--- config.mk ---
export PLATFORM = sky130hd
export DESIGN_NAME = pixel_seq_ctrl_nmem
export DESIGN_NICKNAME = d
export VERILOG_FILES = /design/src/rtl/pixel_seq_ctrl_nmem.sv
export SDC_FILE = /design/constraint.sdc
export NUM_CORES = 1
export LEC_CHECK = 0
export CELL_PAD_IN_SITES_DETAIL_PLACEMENT = 1
export CELL_PAD_IN_SITES_GLOBAL_PLACEMENT = 1
export CORE_MARGIN = 2
export CORE_UTILIZATION = 34
export DETAILED_ROUTE_END_ITERATION = 6
export PLACE_DENSITY = 0.91
export SYNTH_ARGS = -nofsm -noshare
export SYNTH_HDL_FRONTEND = slang
export SYNTH_SLANG_ARGS = --single-unit
--- constraint.sdc ---
create_clock -name clk -period 3.78 [get_ports clk]
set_input_delay 0.378 -clock clk [delete_from_list [all_inputs] [get_ports clk]]
set_output_delay 0.378 -clock clk [all_outputs]
set_load 0.02 [all_outputs]
--- src/rtl/pixel_seq_ctrl_nmem.sv ---
`timescale 1ns/1ps
// pixel_seq_ctrl_nmem: SOFIST pixel reset/compare sequencer with analog-memory store strobes
// and an independent readout memory-select pointer.
module pixel_seq_ctrl_nmem #(
  parameter int MEM_DEPTH = 4,
  parameter int PTR_W = 4,
  parameter int CNT_W = 8
) (
  input  logic                 clk,
  input  logic                 nrst_x,
  input  logic                 pix_reset,
  input  logic                 pix_store,
  input  logic                 comp_en_sel,
  input  logic                 trg_mode,
  input  logic                 trg_det,
  input  logic                 evt_num_end,
  input  logic [CNT_W-1:0]     t_cfrst,
  input  logic [CNT_W-1:0]     t_cds,
  input  logic [CNT_W-1:0]     t_comp,
  input  logic                 mem_set_en,
  input  logic                 mem_set_clr,
  input  logic [PTR_W-1:0]     read_mem,
  input  logic                 regout_en,
  output logic                 cf_rst,
  output logic                 cds_rst,
  output logic                 rst_comp1,
  output logic                 rst_comp2,
  output logic                 comp_en,
  output logic                 sel_rst_vth,
  output logic                 pix_reset_busy,
  output logic [MEM_DEPTH-1:0] store_sel,
  output logic [PTR_W-1:0]     wr_cnt,
  output logic                 pix_end,
  output logic                 last_mem,
  output logic [MEM_DEPTH-1:0] rd_sel,
  output logic                 mem_set_done,
  output logic                 regout_sel
);
  typedef enum logic [2:0] {IDLE, CFRST, CDSRST, COMPRST, ARMED, STORE, DONE} state_t;
  state_t state, state_n;
  logic pix_reset_q, mem_set_en_q, rd_upd, pr_edge, ms_edge, t_done, full_n;
  logic [CNT_W-1:0] cnt, t_cur;
  logic [PTR_W-1:0] rd_idx, rd_lim;
  assign pr_edge = pix_reset & ~pix_reset_q;
  assign ms_edge = mem_set_en & ~mem_set_en_q;
  assign t_cur = state == CFRST ? t_cfrst : state == CDSRST ? t_cds : t_comp;
  // a programmed length of 0 behaves as 1
  assign t_done = ({1'b0, cnt} + (CNT_W+1)'(1)) >= {1'b0, t_cur};
  assign full_n = wr_cnt + PTR_W'(1) == PTR_W'(MEM_DEPTH);
  assign rd_lim = (read_mem == '0 || read_mem > PTR_W'(MEM_DEPTH)) ? PTR_W'(MEM_DEPTH) : read_mem;
  always_comb begin
    state_n = state;
    case (state)
      IDLE:    if (pr_edge && pix_store) state_n = CFRST;
      CFRST:   if (t_done) state_n = CDSRST;
      CDSRST:  if (t_done) state_n = COMPRST;
      COMPRST: if (t_done) state_n = ARMED;
      ARMED:   if (!pix_store) state_n = DONE;
               else if (trg_mode ? trg_det : pr_edge) state_n = STORE;
               else if (trg_mode && pr_edge) state_n = CFRST;
      STORE:   state_n = (full_n || evt_num_end || !pix_store) ? DONE : CFRST;
      DONE:    state_n = IDLE;
      default: state_n = IDLE;
    endcase
  end
  assign cf_rst = state == CFRST;
  assign cds_rst = state inside {CFRST, CDSRST};
  assign rst_comp1 = state inside {CFRST, CDSRST};
  assign rst_comp2 = state inside {CFRST, CDSRST, COMPRST};
  assign sel_rst_vth = state inside {CFRST, CDSRST, COMPRST};
  assign pix_reset_busy = state inside {CFRST, CDSRST, COMPRST};
  assign pix_end = state == DONE;
  assign store_sel = (state == STORE && wr_cnt < PTR_W'(MEM_DEPTH)) ? MEM_DEPTH'(1) << wr_cnt : '0;
  assign rd_sel = MEM_DEPTH'(1) << rd_idx;
  always_ff @(posedge clk or negedge nrst_x)
    if (!nrst_x) begin
      state <= IDLE;
      cnt <= '0;
      pix_reset_q <= 1'b0;
      wr_cnt <= '0;
      last_mem <= 1'b0;
      comp_en <= 1'b0;
    end else begin
      state <= state_n;
      cnt <= state_n != state ? '0 : cnt + CNT_W'(1);
      pix_reset_q <= pix_reset;
      comp_en <= state_n == ARMED && comp_en_sel;
      if (state == IDLE && state_n == CFRST) begin
        wr_cnt <= '0;
        last_mem <= 1'b0;
      end
      if (state == STORE) wr_cnt <= wr_cnt + PTR_W'(1);
      if (state == DONE) last_mem <= wr_cnt == PTR_W'(MEM_DEPTH);
    end
  always_ff @(posedge clk or negedge nrst_x)
    if (!nrst_x) begin
      rd_idx <= '0;
      mem_set_en_q <= 1'b0;
      rd_upd <= 1'b0;
      mem_set_done <= 1'b0;
      regout_sel <= 1'b0;
    end else begin
      mem_set_en_q <= mem_set_en;
      rd_upd <= mem_set_clr || ms_edge;
      mem_set_done <= rd_upd;
      regout_sel <= regout_en;
      if (mem_set_clr) rd_idx <= '0;
      else if (ms_edge) rd_idx <= rd_idx + PTR_W'(1) >= rd_lim ? '0 : rd_idx + PTR_W'(1);
    end
endmodule

==> results.yml <==
outcome:
  status: "completed"
drt:
  wire_per_inst_um: 16.7
  vias: 1756
  routed_wl_mm: 5.41
  ant_nets: 0
  drtPass1Iterations: 4
  avgViaCountPerCell: 5.40
  drc: 0
  initialDrtViolationCount: 82
clocking:
  holdBufCountCts: 0
  cts.sinks: 26
  post_cts_resized: 0
  cts_tree: "yes"
  cts_setup_buffers: 0
  clk_latency_ns: 0.28
  cts_buffers: 3
  cts_max_level: 1
  root_buffer: "clkbuf_8"
  clockBufferDepth: 2
  clk_pin_slew_ns: 0.10
timing:
  fin_setup_tns_ns: 0
  worst_slew_pin_slew_ns: 0.782
  rsz0062_at_grt: "no"
  finalClockSkew_ns: 0.00817
  setup_viol: 0
  post-route-period-util_pct: 85.6
  drv_slew: 0
  slew_headroom_pct: 47.5
  hold_viol: 0
  fmax_ghz: 0.309
  fin_crit_ns: 3.24
yosys:
  yosys_warnings: 0
  synth_edf_count: 0
  yosysSeqAreaShare_pct: 34.8
  syn_inst: 196
  synth_area_sq_mm: 0.00187
  ys_ff_latch: 26
  synth_top_flop_cell: "dfrtp_1"
  syn-num-nets: 251
  async_reset_ff_share_pct: 100
  avgSynthCellArea_sq_um: 9.55
  synth_cell_type_count: 49
placed_design:
  portBuffers: 61
  place_congestion: 0.775
  hpwl_mm: 4.34
  dp_cells: 321
worst_setup_path:
  crit_path_end_kind: "register"
  crit_type: "register to register"
  cp-start-kind: "register"
  worstPathArrival_ns: 3.43
  required_ns: 3.97
  crit_path_max_fanout: 10
grt:
  grt_max_degree: 27
  grt_pass1_wl_mm: 9.00
  grt-ovfl-total: 0
  antenna_found_initial: 0
  track_usage_pct: 18.4
  grt_pass1_vias: 1896
power_and_ir_drop:
  p_seq_share_pct: 29.5
  p_int_uw: 878
  power.density_mw_per_mm2: 583
  p_switching_uw: 639
  comb_power_share_pct: 55.0
  clock_power_share_pct: 15.5
  swShare_pct: 42.1
  ir_worst_vdd_uv: 431
  leakage_uw: 0.00112
min_path:
  hold_path.class: "register to register"
finish:
  drive_gt1_share_pct: 7.11
  layout_common_cells: "61 x clkdlybuf4s50_1, 26 x dfrtp_1, 16 x ha_1, 14 x nand2_1, 12 x a21oi_1"
  final_common_cell: "clkdlybuf4s50_1"
  areaGrowthSynthToFinish_pct: 39.0
  nets: 309
  antennaDiodeCount: 0
  fin_cells: 325
floorplan:
  num_rows: 27
  die-area_sq_mm: 0.00611
  initial_utilization_pct: 34.6
  io_pins: 62
  core_region_area_sq_mm: 0.00541
  die_x_um: 78.2
  fp.dieH_um: 78.2
run:
  maxCapViolations: 0
==> state kept, by name (all words and copies together), names as in the netlist <==
name,flops
pix_reset_q,1
state,3
last_mem,1
mem_set_en_q,1
rd_upd,1
regout_sel,1
cnt,8
wr_cnt,4
comp_en,1
rd_idx,4
mem_set_done,1
==> path summary, 6_finish.rpt <==
kind                                     from                     end  slack, ns  cells past startpoint
setup / recovery           state[1]$_DFF_PN0_        cnt[7]$_DFF_PN0_       0.54                      9
hold / removal               rd_upd$_DFF_PN0_  mem_set_done$_DFF_PN0_       0.36                      0
setup reg to reg           state[1]$_DFF_PN0_        cnt[7]$_DFF_PN0_       0.54                      9
hold reg to reg              rd_upd$_DFF_PN0_  mem_set_done$_DFF_PN0_       0.36                      0
max in group asynchronous              nrst_x   wr_cnt[2]$_DFFE_PN0P_       3.05                      2
min in group asynchronous              nrst_x       comp_en$_DFF_PN0_       0.47                      2
==> cells in the mapped netlist (all sizes together), types with 2 or more instances <==
cell,n,area share [%]
nand4b,3,1.4
nor2b,4,1.7
clkbuf,4,0.80
a21o,2,0.80
o22ai,8,2.7
nor2,10,2.4
xnor2,6,2.8
nand4,3,1.0
inv,6,1.2
ha,16,11
o211ai,2,0.80
nand2b,7,2.3
o22a,9,4.2
nor3,3,0.80
buf,5,1.9
xor2,3,1.4
a22o,5,2.3
dfrtp,26,35
nand2,15,3.4
and4,2,0.94
nand3b,4,1.6
o21a,2,0.80
nor4b,2,0.94
a21oi,13,3.7
and3,2,0.67
o21ai,6,1.6
nand3,11,2.9
==> kinds of logic after synthesis <==
family / after synthesis / synth area share (%)
AND/OR/NAND/NOR: 74 / 24.0
AO/OA/AOI/OAI: 53 / 21.1
XOR/XNOR: 9 / 4.21
other: 1 / 0.200
flip-flops: 26 / 34.8
adder cells (fa/ha/maj): 16 / 10.7
multiplexers: 2 / 1.14
buffers and inverters: 15 / 3.88
==> power groups by stage <==
stage,Combinational (uW),Clock (uW),Sequential [uW]
after floorplan,562,0,442
after CTS,838,238,447
final,834,235,447
after global placement,780,0,446
after detailed placement,826,0,453
after global routing,920,251,461
==> metrics by stage <==
| stage | setup slack (ns) | instance area (sq um) | hold slack (ns) | util, % | power (uW) |
|---|---|---|---|---|---|
| floorplan | 0.905 | 1870 | 0.0824 | - | 1000 |
| global placement | 0.875 | 2530 | 0.336 | 46.8 | 1230 |
| detailed placement | 0.623 | 2530 | 0.338 | 46.8 | 1280 |
| CTS | 0.584 | 2600 | 0.359 | 48.1 | 1520 |
| global route | 0.309 | 2600 | 0.366 | 48.1 | 1630 |
| finish | 0.543 | 2600 | 0.356 | 48.1 | 1520 |
==> critical path, stage by stage (launching register included) <==
cell,delay [ns]
dfrtp_1,0.51
nand2b_1,0.38
a21oi_2,0.47
o22a_1,0.20
ha_1,0.21
nand2b_1,0.18
a2111oi_4,0.42
o311a_2,0.24
nand3_1,0.28
a21oi_1,0.25
==> layout make-up <==
class,count,area (sq um)
clock inverters,1,30.0
flip-flops and latches,26,651
repair buffers,62,618
clock buffers,3,41.3
inverters,6,22.5
multi-input cells,155,1150
fillers,629,2800
well taps,72,90.1
==> routing by layer <==
layer,up-vias,global-route usage [%],share of wire [%]
met2,33,35.3,56
met5,-,0,0
li1,840,-,-
met4,0,4.74,0.94
met3,6,2.64,2.9
met1,877,21.1,40
No activity file was read; power rests on OpenSTA's default activity.
